[config.mk]
export PLATFORM = sky130hd
export DESIGN_NAME = operand_fetch_flat
export DESIGN_NICKNAME = d
export VERILOG_FILES = /design/src/rtl/operand_fetch_pkg.sv /design/src/rtl/operand_fetch_if.sv /design/src/rtl/operand_req_fifo.sv /design/src/rtl/operand_fetch.sv /design/src/flat_wrapper.sv
export SDC_FILE = /design/constraint.sdc
export NUM_CORES = 1
export LEC_CHECK = 0
export ABC_AREA = 0
export CAP_MARGIN = 20
export CORE_MARGIN = 8
export CORE_UTILIZATION = 35
export DETAILED_ROUTE_END_ITERATION = 10
export PLACE_DENSITY = 0.62
export SETUP_SLACK_MARGIN = 0.5
export SYNTH_ARGS = -nofsm -noshare
export SYNTH_HDL_FRONTEND = slang
export SYNTH_HIERARCHICAL = 1
export SYNTH_SLANG_ARGS = --single-unit
[constraint.sdc]
create_clock -name clk_in -period 3.08 [get_ports clk_in]
set_input_delay 0.462 -clock clk_in [delete_from_list [all_inputs] [get_ports clk_in]]
set_output_delay 0.462 -clock clk_in [all_outputs]
set_load 0.005 [all_outputs]
[src/rtl/operand_fetch_pkg.sv]
`default_nettype none
// +--------------------------------------------------------------------+
// | operand_fetch_pkg : widths, x0 constant and operand-resolve helper |
// | Revision: 1.0                                                      |
// +--------------------------------------------------------------------+
package operand_fetch_pkg;

   localparam int REG_ADDR_W = 5;
   localparam int DATA_W     = 32;

   localparam logic [REG_ADDR_W-1:0] REG_X0 = '0;

   typedef struct packed {
      logic                  wen;
      logic [REG_ADDR_W-1:0] rd;
      logic [DATA_W-1:0]     data;
   } rob_wr_t;

   // Newer write wins: the capture-edge commit is checked after the pending one.
   function automatic logic [DATA_W-1:0] resolve_operand(
      input logic                  flag,
      input logic [REG_ADDR_W-1:0] rs,
      input logic [DATA_W-1:0]     rf_data,
      input rob_wr_t               pend_wr,
      input rob_wr_t               cur_wr
   );
      logic [DATA_W-1:0] val;
      val = '0;
      if (flag) begin
         val = rf_data;
         if (pend_wr.wen && (pend_wr.rd == rs) && (rs != REG_X0)) val = pend_wr.data;
         if (cur_wr.wen && (cur_wr.rd == rs) && (rs != REG_X0))   val = cur_wr.data;
      end
      return val;
   endfunction

endpackage
`default_nettype wire

[src/rtl/operand_fetch_if.sv]
`default_nettype none
// +--------------------------------------------------------------------+
// | operand_fetch_if : dispatch, register-file, commit and result bus  |
// | Revision: 1.0                                                      |
// +--------------------------------------------------------------------+
interface operand_fetch_if #(
   parameter int RS_WIDTH = 2
);
   import operand_fetch_pkg::*;

   logic                  req_valid;
   logic                  req_ready;
   logic [RS_WIDTH-1:0]   req_index;
   logic                  req_rs1_flag;
   logic                  req_rs2_flag;
   logic [REG_ADDR_W-1:0] req_rs1;
   logic [REG_ADDR_W-1:0] req_rs2;

   logic                  to_rf_rs1_flag;
   logic                  to_rf_rs2_flag;
   logic [REG_ADDR_W-1:0] to_rf_rs1;
   logic [REG_ADDR_W-1:0] to_rf_rs2;
   logic [RS_WIDTH-1:0]   to_rf_index;

   logic                  from_rf_rs1_flag;
   logic                  from_rf_rs2_flag;
   logic [DATA_W-1:0]     from_rf_rs1;
   logic [DATA_W-1:0]     from_rf_rs2;
   logic [RS_WIDTH-1:0]   from_rf_index;

   logic                  from_rob;
   logic [REG_ADDR_W-1:0] from_rob_rd;
   logic [DATA_W-1:0]     from_rob_wdata;

   logic                  op_valid;
   logic [RS_WIDTH-1:0]   op_index;
   logic [DATA_W-1:0]     op_rs1;
   logic [DATA_W-1:0]     op_rs2;

   modport master (
      output req_valid, req_index, req_rs1_flag, req_rs2_flag, req_rs1, req_rs2,
      input  req_ready,
      input  to_rf_rs1_flag, to_rf_rs2_flag, to_rf_rs1, to_rf_rs2, to_rf_index,
      output from_rf_rs1_flag, from_rf_rs2_flag, from_rf_rs1, from_rf_rs2, from_rf_index,
      output from_rob, from_rob_rd, from_rob_wdata,
      input  op_valid, op_index, op_rs1, op_rs2
   );

   modport slave (
      input  req_valid, req_index, req_rs1_flag, req_rs2_flag, req_rs1, req_rs2,
      output req_ready,
      output to_rf_rs1_flag, to_rf_rs2_flag, to_rf_rs1, to_rf_rs2, to_rf_index,
      input  from_rf_rs1_flag, from_rf_rs2_flag, from_rf_rs1, from_rf_rs2, from_rf_index,
      input  from_rob, from_rob_rd, from_rob_wdata,
      output op_valid, op_index, op_rs1, op_rs2
   );

endinterface
`default_nettype wire

[src/rtl/operand_req_fifo.sv]
`default_nettype none
// +--------------------------------------------------------------------+
// | operand_req_fifo : power-of-two request queue with stall and clear |
// | Revision: 1.0                                                      |
// +--------------------------------------------------------------------+
module operand_req_fifo #(
   parameter int WIDTH = 8,
   parameter int DEPTH = 4
) (
   input  wire logic             clk_in,
   input  wire logic             rst_n_in,
   input  wire logic             en,
   input  wire logic             clear,
   input  wire logic             push,
   input  wire logic [WIDTH-1:0] push_data,
   input  wire logic             pop,
   output logic      [WIDTH-1:0] head_data,
   output logic                  empty,
   output logic                  full
);
   localparam int PTR_W = (DEPTH > 1) ? $clog2(DEPTH) : 1;

   logic [WIDTH-1:0] mem [DEPTH];
   logic [PTR_W-1:0] wr_ptr;
   logic [PTR_W-1:0] rd_ptr;
   logic [PTR_W:0]   count;
   logic             push_ok;
   logic             pop_ok;

   assign empty     = (count == '0);
   assign full      = (count == (PTR_W+1)'(DEPTH));
   assign push_ok   = push && !full;
   assign pop_ok    = pop && !empty;
   assign head_data = mem[rd_ptr];

   // Depth is a power of two, so pointers wrap by natural overflow.
   always_ff @(posedge clk_in) begin
      if (!rst_n_in) begin
         wr_ptr <= '0;
         rd_ptr <= '0;
         count  <= '0;
      end else if (en) begin
         if (clear) begin
            wr_ptr <= '0;
            rd_ptr <= '0;
            count  <= '0;
         end else begin
            if (push_ok) wr_ptr <= wr_ptr + PTR_W'(1);
            if (pop_ok)  rd_ptr <= rd_ptr + PTR_W'(1);
            count <= count + (PTR_W+1)'(push_ok) - (PTR_W+1)'(pop_ok);
         end
      end
   end

   always_ff @(posedge clk_in) begin
      if (rst_n_in && en && !clear && push_ok) mem[wr_ptr] <= push_data;
   end

endmodule
`default_nettype wire

[src/rtl/operand_fetch.sv]
`default_nettype none
// +--------------------------------------------------------------------+
// | operand_fetch : queue -> RF issue -> pending -> bypassed capture   |
// | Revision: 1.0                                                      |
// +--------------------------------------------------------------------+
module operand_fetch
   import operand_fetch_pkg::*;
#(
   parameter int RS_WIDTH   = 2,
   parameter int FIFO_DEPTH = 4
) (
   input  wire logic      clk_in,
   input  wire logic      rst_n_in,
   input  wire logic      rdy_in,
   input  wire logic      flush_in,
   operand_fetch_if.slave bus
);
   typedef struct packed {
      logic [RS_WIDTH-1:0]   index;
      logic                  rs1_flag;
      logic                  rs2_flag;
      logic [REG_ADDR_W-1:0] rs1;
      logic [REG_ADDR_W-1:0] rs2;
   } req_t;

   req_t              push_entry;
   req_t              head_entry;
   logic              fifo_empty;
   logic              fifo_full;
   logic              push;
   logic              pop;

   req_t              issue_req;
   logic              issue_valid;
   req_t              pend_req;
   logic              pend_valid;
   rob_wr_t           pend_wr;
   rob_wr_t           cur_wr;

   logic              out_valid;
   logic [RS_WIDTH-1:0] out_index;
   logic [DATA_W-1:0] out_rs1;
   logic [DATA_W-1:0] out_rs2;
   logic [DATA_W-1:0] cap_rs1;
   logic [DATA_W-1:0] cap_rs2;

   // The pending stage is authoritative; RF echo fields are not consulted.
   logic unused_rf_echo;
   assign unused_rf_echo = ^{bus.from_rf_rs1_flag, bus.from_rf_rs2_flag, bus.from_rf_index};

   assign push_entry = '{index: bus.req_index, rs1_flag: bus.req_rs1_flag,
                         rs2_flag: bus.req_rs2_flag, rs1: bus.req_rs1, rs2: bus.req_rs2};
   assign bus.req_ready = rst_n_in && !fifo_full;
   assign push = bus.req_valid && bus.req_ready && !flush_in;
   assign pop  = !fifo_empty && !flush_in;

   operand_req_fifo #(
      .WIDTH ($bits(req_t)),
      .DEPTH (FIFO_DEPTH)
   ) u_fifo (
      .clk_in    (clk_in),
      .rst_n_in  (rst_n_in),
      .en        (rdy_in),
      .clear     (flush_in),
      .push      (push),
      .push_data (push_entry),
      .pop       (pop),
      .head_data (head_entry),
      .empty     (fifo_empty),
      .full      (fifo_full)
   );

   assign cur_wr  = '{wen: bus.from_rob, rd: bus.from_rob_rd, data: bus.from_rob_wdata};
   assign cap_rs1 = resolve_operand(pend_req.rs1_flag, pend_req.rs1, bus.from_rf_rs1, pend_wr, cur_wr);
   assign cap_rs2 = resolve_operand(pend_req.rs2_flag, pend_req.rs2, bus.from_rf_rs2, pend_wr, cur_wr);

   always_ff @(posedge clk_in) begin
      if (!rst_n_in) begin
         issue_req   <= '0;
         issue_valid <= 1'b0;
         pend_req    <= '0;
         pend_valid  <= 1'b0;
         pend_wr     <= '0;
         out_valid   <= 1'b0;
         out_index   <= '0;
         out_rs1     <= '0;
         out_rs2     <= '0;
      end else if (rdy_in) begin
         if (flush_in) begin
            issue_valid        <= 1'b0;
            issue_req.rs1_flag <= 1'b0;
            issue_req.rs2_flag <= 1'b0;
            pend_valid         <= 1'b0;
            out_valid          <= 1'b0;
         end else begin
            issue_valid <= pop;
            if (pop) begin
               issue_req <= head_entry;
            end else begin
               issue_req.rs1_flag <= 1'b0;
               issue_req.rs2_flag <= 1'b0;
            end
            pend_valid <= issue_valid;
            pend_req   <= issue_req;
            pend_wr    <= cur_wr;
            out_valid  <= pend_valid;
            if (pend_valid) begin
               out_index <= pend_req.index;
               out_rs1   <= cap_rs1;
               out_rs2   <= cap_rs2;
            end
         end
      end
   end

   assign bus.to_rf_rs1_flag = issue_req.rs1_flag;
   assign bus.to_rf_rs2_flag = issue_req.rs2_flag;
   assign bus.to_rf_rs1      = issue_req.rs1;
   assign bus.to_rf_rs2      = issue_req.rs2;
   assign bus.to_rf_index    = issue_req.index;

   assign bus.op_valid = out_valid;
   assign bus.op_index = out_index;
   assign bus.op_rs1   = out_rs1;
   assign bus.op_rs2   = out_rs2;

endmodule
`default_nettype wire

[src/flat_wrapper.sv]
// flat-port wrapper written by rule: the top's interface ports become plain ports
module operand_fetch_flat import operand_fetch_pkg::*;
#(
   parameter int RS_WIDTH   = 2,
   parameter int FIFO_DEPTH = 4
)
  (clk_in, rst_n_in, rdy_in, flush_in, bus_req_valid, bus_req_index, bus_req_rs1_flag, bus_req_rs2_flag, bus_req_rs1, bus_req_rs2, bus_req_ready, bus_to_rf_rs1_flag, bus_to_rf_rs2_flag, bus_to_rf_rs1, bus_to_rf_rs2, bus_to_rf_index, bus_from_rf_rs1_flag, bus_from_rf_rs2_flag, bus_from_rf_rs1, bus_from_rf_rs2, bus_from_rf_index, bus_from_rob, bus_from_rob_rd, bus_from_rob_wdata, bus_op_valid, bus_op_index, bus_op_rs1, bus_op_rs2);
  operand_fetch_if #(.RS_WIDTH(RS_WIDTH)) bus_i ();
  input  wire logic clk_in;
  input  wire logic rst_n_in;
  input  wire logic rdy_in;
  input  wire logic flush_in;
  input wire logic [$bits(bus_i.req_valid)-1:0] bus_req_valid;
  input wire logic [$bits(bus_i.req_index)-1:0] bus_req_index;
  input wire logic [$bits(bus_i.req_rs1_flag)-1:0] bus_req_rs1_flag;
  input wire logic [$bits(bus_i.req_rs2_flag)-1:0] bus_req_rs2_flag;
  input wire logic [$bits(bus_i.req_rs1)-1:0] bus_req_rs1;
  input wire logic [$bits(bus_i.req_rs2)-1:0] bus_req_rs2;
  output wire logic [$bits(bus_i.req_ready)-1:0] bus_req_ready;
  output wire logic [$bits(bus_i.to_rf_rs1_flag)-1:0] bus_to_rf_rs1_flag;
  output wire logic [$bits(bus_i.to_rf_rs2_flag)-1:0] bus_to_rf_rs2_flag;
  output wire logic [$bits(bus_i.to_rf_rs1)-1:0] bus_to_rf_rs1;
  output wire logic [$bits(bus_i.to_rf_rs2)-1:0] bus_to_rf_rs2;
  output wire logic [$bits(bus_i.to_rf_index)-1:0] bus_to_rf_index;
  input wire logic [$bits(bus_i.from_rf_rs1_flag)-1:0] bus_from_rf_rs1_flag;
  input wire logic [$bits(bus_i.from_rf_rs2_flag)-1:0] bus_from_rf_rs2_flag;
  input wire logic [$bits(bus_i.from_rf_rs1)-1:0] bus_from_rf_rs1;
  input wire logic [$bits(bus_i.from_rf_rs2)-1:0] bus_from_rf_rs2;
  input wire logic [$bits(bus_i.from_rf_index)-1:0] bus_from_rf_index;
  input wire logic [$bits(bus_i.from_rob)-1:0] bus_from_rob;
  input wire logic [$bits(bus_i.from_rob_rd)-1:0] bus_from_rob_rd;
  input wire logic [$bits(bus_i.from_rob_wdata)-1:0] bus_from_rob_wdata;
  output wire logic [$bits(bus_i.op_valid)-1:0] bus_op_valid;
  output wire logic [$bits(bus_i.op_index)-1:0] bus_op_index;
  output wire logic [$bits(bus_i.op_rs1)-1:0] bus_op_rs1;
  output wire logic [$bits(bus_i.op_rs2)-1:0] bus_op_rs2;
  assign bus_i.req_valid = bus_req_valid;
  assign bus_i.req_index = bus_req_index;
  assign bus_i.req_rs1_flag = bus_req_rs1_flag;
  assign bus_i.req_rs2_flag = bus_req_rs2_flag;
  assign bus_i.req_rs1 = bus_req_rs1;
  assign bus_i.req_rs2 = bus_req_rs2;
  assign bus_req_ready = bus_i.req_ready;
  assign bus_to_rf_rs1_flag = bus_i.to_rf_rs1_flag;
  assign bus_to_rf_rs2_flag = bus_i.to_rf_rs2_flag;
  assign bus_to_rf_rs1 = bus_i.to_rf_rs1;
  assign bus_to_rf_rs2 = bus_i.to_rf_rs2;
  assign bus_to_rf_index = bus_i.to_rf_index;
  assign bus_i.from_rf_rs1_flag = bus_from_rf_rs1_flag;
  assign bus_i.from_rf_rs2_flag = bus_from_rf_rs2_flag;
  assign bus_i.from_rf_rs1 = bus_from_rf_rs1;
  assign bus_i.from_rf_rs2 = bus_from_rf_rs2;
  assign bus_i.from_rf_index = bus_from_rf_index;
  assign bus_i.from_rob = bus_from_rob;
  assign bus_i.from_rob_rd = bus_from_rob_rd;
  assign bus_i.from_rob_wdata = bus_from_rob_wdata;
  assign bus_op_valid = bus_i.op_valid;
  assign bus_op_index = bus_i.op_index;
  assign bus_op_rs1 = bus_i.op_rs1;
  assign bus_op_rs2 = bus_i.op_rs2;
  operand_fetch #(.RS_WIDTH(RS_WIDTH), .FIFO_DEPTH(FIFO_DEPTH)) u_core (.clk_in(clk_in), .rst_n_in(rst_n_in), .rdy_in(rdy_in), .flush_in(flush_in), .bus(bus_i));
endmodule
# --- Yosys cells after proc, flatten, opt, wreduce, memory -nomap -nowiden ---
# Memory sizes are Yosys's and may differ from the RTL's. A register that Yosys moved wholly into a read port is not among the register bits.
# Cells that the tools add are included.
word_totals:
  regBits: 142
  ram_bits: 56
  inputBits: 125
  output_inout_bits: 82
  elab_cells: 83
  mem_count: 1
memory_table:
  columns: ["memory", "depth", "width", "read_ports", "rd_ports_with_merged_regs", "wr", "line_no", "text"]
  rows:
  - ["u_core.u_fifo.mem", 4, 14, 1, 1, 1, "operand_req_fifo.sv:23", "logic [WIDTH-1:0] mem [DEPTH];"]
op_classes:
  addsub: 4
  n_eq_ne: 5
  mux: 20
  n_bitwise: 1
  n_reduce_logical: 30
ops:
  columns: ["cell", "count"]
  rows:
  - ["32-bit 2-to-1 mux", 6]
  - ["5-bit equality test", 4]
  - ["1-bit logical AND", 17]
  - ["2-bit 2-to-1 mux", 8]
  - ["5-bit nonzero test", 2]
  - ["2-bit AND reduction", 3]
  - ["3-bit AND reduction", 2]
  - ["1-bit 2-to-1 mux", 5]
  - ["2-bit by 1-bit adder with 2-bit output (second input constant)", 2]
  - ["2-bit nonzero test", 2]
  - ["3-bit by 1-bit adder with 3-bit output", 1]
  - ["3-bit equality test (second input constant)", 1]
  - ["1-bit logical NOT", 3]
  - ["3-bit logical NOT", 1]
  - ["3-bit 2-to-1 mux", 1]
  - ["3-bit by 1-bit subtractor with 3-bit output", 1]
  - ["1-bit inverter", 1]

# --- Depth between registers and ports, before layout ---
depth:
  depth_word: 9
  ltp_mapped: 13
  mapped_depth_nobuf: 13

# --- Modules after synthesis ---
# The synthesis kept the hierarchy.
by_module_without_submodules:
  columns: ["module", "instances", "cells_each", "area_each_um2"]
  rows:
  - ["operand_fetch", 1, 666, 6093.3]
  - ["operand_req_fifo", 1, 135, 2627.5]

# --- Worst setup path before layout ---
# OpenSTA, ideal clock, no wires.
synth_path:
  path_kind: "input port to flip-flop"
  start: "in rst_n_in"
  end: "reg u_core.u_fifo.count[2]"
  arrival_ps: 2617
  required_time_ps: 2959
  slack_ps: 342
  stages: 13
  path_cell_list: "clkbuf_1 nor2b_1 and3b_1 nor2b_2 inv_1 ha_1 inv_1 ha_1 inv_1 fa_1 xor2_1 mux2i_1 o21ai_0"
synth_via:
  elab_chain_len: 7
synth_lines:
  columns: ["element", "line_no", "text"]
  rows:
  - ["start, declared", "flat_wrapper.sv:10", "input wire logic rst_n_in;"]
  - ["1-bit logical AND", "operand_fetch.sv:53", "assign bus.req_ready = rst_n_in && !fifo_full;"]
  - ["net bus_req_ready", "flat_wrapper.sv:19", "output wire logic [$bits(bus_i.req_ready)-1:0] bus_req_ready;"]
  - ["1-bit logical AND (2 in series)", "operand_fetch.sv:54", "assign push = bus.req_valid && bus.req_ready && !flush_in;"]
  - ["net u_core.push", "operand_fetch.sv:30", "logic push;"]
  - ["1-bit logical AND", "operand_req_fifo.sv:32", "assign push_ok = push && !full;"]
  - ["3-bit by 1-bit adder with 3-bit output", "operand_req_fifo.sv:50", "count <= count + (PTR_W+1)'(push_ok) - (PTR_W+1)'(pop_ok);"]
  - ["3-bit by 1-bit subtractor with 3-bit output", "operand_req_fifo.sv:50", null]
  - ["3-bit 2-to-1 mux", "operand_req_fifo.sv:43", "if (clear) begin"]
  - ["end signal, assigned", "operand_req_fifo.sv:50", null]
  - ["end, declared", "operand_req_fifo.sv:26", "logic [PTR_W:0] count;"]
# The timed path passes the listed nets, and every way through them passes these cells.
# A chain may end at the register's enable or synchronous reset.

# --- Final worst setup path ---
layout_path:
  start: "reg u_core.u_fifo.count[1]"
  end: "reg u_core.u_fifo.count[2]"
layout_via:
  elab_chain_len: 9
  elab_cells_between_ends: 13
  cone_classes: "2 x add/sub; 1 x eq/ne; 1 x mux; 9 x reduce/logical"
layout_lines:
  columns: ["element", "line_no", "text"]
  rows:
  - ["3-bit equality test", "operand_req_fifo.sv:31", "assign full = (count == (PTR_W+1)'(DEPTH));"]
  - ["net u_core.fifo_full", "operand_fetch.sv:29", "logic fifo_full;"]
  - ["1-bit logical NOT", "operand_fetch.sv:53", null]
  - ["1-bit logical AND", "operand_fetch.sv:53", null]
  - ["1-bit logical AND (2 in series)", "operand_fetch.sv:54", null]
  - ["net u_core.push", "operand_fetch.sv:30", null]
  - ["1-bit logical AND", "operand_req_fifo.sv:32", null]
  - ["3-bit by 1-bit adder with 3-bit output", "operand_req_fifo.sv:50", null]
  - ["3-bit by 1-bit subtractor with 3-bit output", "operand_req_fifo.sv:50", null]
  - ["3-bit 2-to-1 mux", "operand_req_fifo.sv:43", null]
# The timed path passes the listed nets, and every way through them passes these cells.

==> results.yml <==
sta:
  fin_crit_sh: 0.803
  slew_violations: 0
  finClkSkew_ps: 18.1
  rsz0062_at_grt: "yes"
  relSlewSlack: 0.403
  fin_tns_setup_ps: 0
  worst_pin_slew_ps: 896
  setup-violations-final: 0
  fin_crit_ps: 2470
  fmax_mhz: 404
  hold_viol: 0
setup_path:
  worstPathMaxFanout: 5
  end_kind: "flop"
  timing.rr.start: "u_core/u_fifo/count[1]$_SDFFE_PN0P_"
  arrival_ps: 2790
  crit_type: "reg -> reg"
  r2r_slack_ps: 610
  crit_required_ps: 3400
  max_stage_delay_ps: 380
  r2r-end: "u_core/u_fifo/count[2]$_SDFFE_PN0P_"
  crit_chain: "nor3b_4 > nor2b_4 > and3b_1 > nor2b_4 > inv_2 > ha_1 > inv_1 > ha_1 > inv_1 > fa_2 > xor2_1 > mux2i_1 > o21ai_0"
  start_kind: "flop"
  cp_slowest_cell: "dfxtp_4"
  r2r_cells: 13
synthesis:
  synth_edf_count: 56
  synth_flop_cell: "dfxtp_1"
  syn_inst: 801
  yosys_register_bits: 200
  synth_top_cell_area_share: 0.331
  synth-seq-area-share: 0.523
  syn_area_per_cell_um2: 10.9
  yosysMostFrequentCell: "nand2_1"
  yosys-top-cells-area: "dfxtp_1 (33%), edfxtp_1 (19%), nand2_1 (8.9%), mux2i_1 (7.5%), a21boi_0 (5.9%)"
  syn_area_um2: 8720
  synth-async-reset-ratio: 0
  yosysWarnings: 6
  synth_fp_nets: 933
  synth_commonest_cells: "nand2_1 (206), dfxtp_1 (144), a21boi_0 (68)"
  yosysUniqueCellTypes: 43
  synth_area_leader_cell: "dfxtp_1"
final_layout:
  layout-drive-gt1-share: 0.0957
  diodes: 0
  final_nets: 1122
  syn_to_final_growth_pct: 34.5
  fillers: 2279
power_and_ir_drop:
  p_clk_frac: 0.433
  p_sw_frac: 0.253
  leakage_nw: 3.99
  power.density_nw_per_um2: 468
  sequentialPowerShare: 0.499
  ir_worst_vdd_v: 0.000274
  combPwrFrac: 0.068
  p_sw_w: 0.00139
  p_total_w: 0.00549
  intPower_w: 0.00410
clock_tree:
  cts-root-buf: "clkbuf_16"
  numClockSinks: 200
  insertion_delay_ps: 440
  path_clk_slew_ps: 80
  postCtsHoldBufs: 0
  clockBufferDepth: 2
  htree_levels: 4
  cts_buffers: 17
  cts_tree: "built"
grt:
  antenna_found_initial: 2
  met2_usage: 0.271
  grt_overflow: 0
  grt_max_degree: 91
  grtUsageTotal: 0.164
  met3_usage: 0.0442
  busiest_layer: "met2"
  grt_pass1_wl_um: 39200
  grtUsageMet1: 0.212
  grt_pass1_vias: 6657
floorplan:
  die_width_um: 174
  ios: 207
  start_util: 0.358
  core.rowCount: 57
  die_h_um: 174
  die_area_um2: 30200
  core_region_area_um2: 24400
place:
  portBuffers: 202
  gp_congestion: 0.760
  hpwl_um: 16900
drt:
  drt_pass1_iterations: 4
  wirelength_um: 25500
  vias: 6634
  drc_errors: 0
  ant_nets: 0
  wire_per_inst_um: 19.2
  avgViaCountPerCell: 5.00
  drtIter0Drc: 312
worst_hold_path:
  hold_end: "u_core/bus.op_rs1[28]$_SDFFE_PN0P_"
  min_path_type: "reg -> reg"
  hp-start: "u_core/bus.op_rs1[28]$_SDFFE_PN0P_"
  min_path_cells: 2
run:
  maxCapViolCount: 0
status:
  status: "finished, final reports clean"
[state kept, by name, indices dropped and copies added (netlist names), named ones only]
signal	cells
u_core/bus.op_index	2
u_core/bus.op_rs2	32
u_core/pend_wr	38
u_core/pend_valid	1
u_core/bus.to_rf_rs2_flag	1
u_core/u_fifo/wr_ptr	2
u_core/u_fifo/mem	56
u_core/bus.op_valid	1
u_core/bus.to_rf_rs2	5
u_core/bus.to_rf_rs1_flag	1
u_core/bus.to_rf_index	2
u_core/u_fifo/rd_ptr	2
u_core/issue_valid	1
u_core/pend_req	14
u_core/bus.op_rs1	32
u_core/u_fifo/count	3
u_core/bus.to_rf_rs1	5
[power by group through the flow]
stage,clock network [W],logic (W),registers [W]
2_1_floorplan,0,0.000143,0.00280
3_3_place_gp,0,0.000369,0.00280
3_5_place_dp,0,0.000370,0.00281
4_1_cts,0.00245,0.000373,0.00274
5_1_grt,0.00255,0.000403,0.00275
6_report,0.00238,0.000371,0.00274
[cell type report]
cell class                 instances  area [um^2]  share of cell area
clock buffer                      18          450              0.0384
clock inverter                    14          193              0.0164
inverter                          39          146              0.0125
multi-input combinational        511         3800               0.324
sequential                       200         4570               0.390
tap                              324          405              0.0346
timing repair buffer             221         2160               0.184
[critical path: cells and delay by family, from the launching register on]
family,cells,cell delay (ps)
compound gates,1,80
xor+xnor,1,190
fa+ha+maj,3,700
buf+inv,3,170
flops,1,380
mux,1,190
simple gates,4,660
[worst max-delay path by stage]
stage,slack [ps],start,cells past startpoint,to
after floorplan,510,u_core/u_fifo/count[1]$_SDFFE_PN0P_,13,u_core/u_fifo/count[2]$_SDFFE_PN0P_
after global routing,450,u_core/pend_req[0]$_SDFFE_PN0P_,5,u_core/bus.op_rs2[2]$_SDFFE_PN0P_
after detailed placement,170,flush_in,12,u_core/u_fifo/count[2]$_SDFFE_PN0P_
after CTS,500,u_core/u_fifo/count[1]$_SDFFE_PN0P_,13,u_core/u_fifo/count[2]$_SDFFE_PN0P_
final,610,u_core/u_fifo/count[1]$_SDFFE_PN0P_,13,u_core/u_fifo/count[2]$_SDFFE_PN0P_
after global placement,180,flush_in,12,u_core/u_fifo/count[2]$_SDFFE_PN0P_
[through the flow]
step,setup slack (ps),utilization,cell area [um^2],instances,hold slack (ps)
after CTS,500,0.480,11700,1324,467
final,607,0.481,11700,1327,464
after global placement,179,0.452,11000,1291,443
after detailed placement,173,0.452,11000,1291,445
after global routing,455,0.481,11700,1327,484
after floorplan,509,-,8740,801,441
[kinds of logic (layout without fill, tap and decap cells)]
kind of cell / count (synthesis) / after routing / share of synthesized area
AND/OR/NAND/NOR: 259 / 259 / 0.135
AO/OA/AOI/OAI: 145 / 145 / 0.147
XOR/XNOR: 21 / 21 / 0.0211
flip-flops: 200 / 200 / 0.523
buffers and inverters: 90 / 292 / 0.0476
multiplexers: 79 / 79 / 0.115
adder cells (fa/ha/maj): 7 / 7 / 0.0109
[repair_timing]
item	4_1_cts	5_1_grt
buffers inserted	1	3
pin swaps	1	2
gates resized for setup	8	2
endpoints found under the setup margin	2	18
hold endpoints to repair	0	0
[routing by layer]
metal / vias to the layer above / wire, um / part of all wire
li1: 3235 / - / -
met1: 3186 / 11500 / 0.45
met2: 190 / 12100 / 0.47
met3: 19 / 1590 / 0.062
met4: 4 / 239 / 0.0094
met5: - / 27 / 0.0011
[cell usage in the layout, fill, tap and decap left out, types with 16 or more instances in the layout]
| cell type | n |
|---|---|
| nand2_1 | 206 |
| edfxtp_1 | 56 |
| dfxtp_1 | 141 |
| mux2i_1 | 65 |
| o221ai_1 | 44 |
| xnor2_1 | 16 |
| clkbuf_16 | 18 |
| buf_4 | 19 |
| clkdlybuf4s50_1 | 201 |
| o221ai_2 | 20 |
| inv_1 | 38 |
| a21boi_0 | 68 |
No activity file was read; power rests on OpenSTA's default activity.
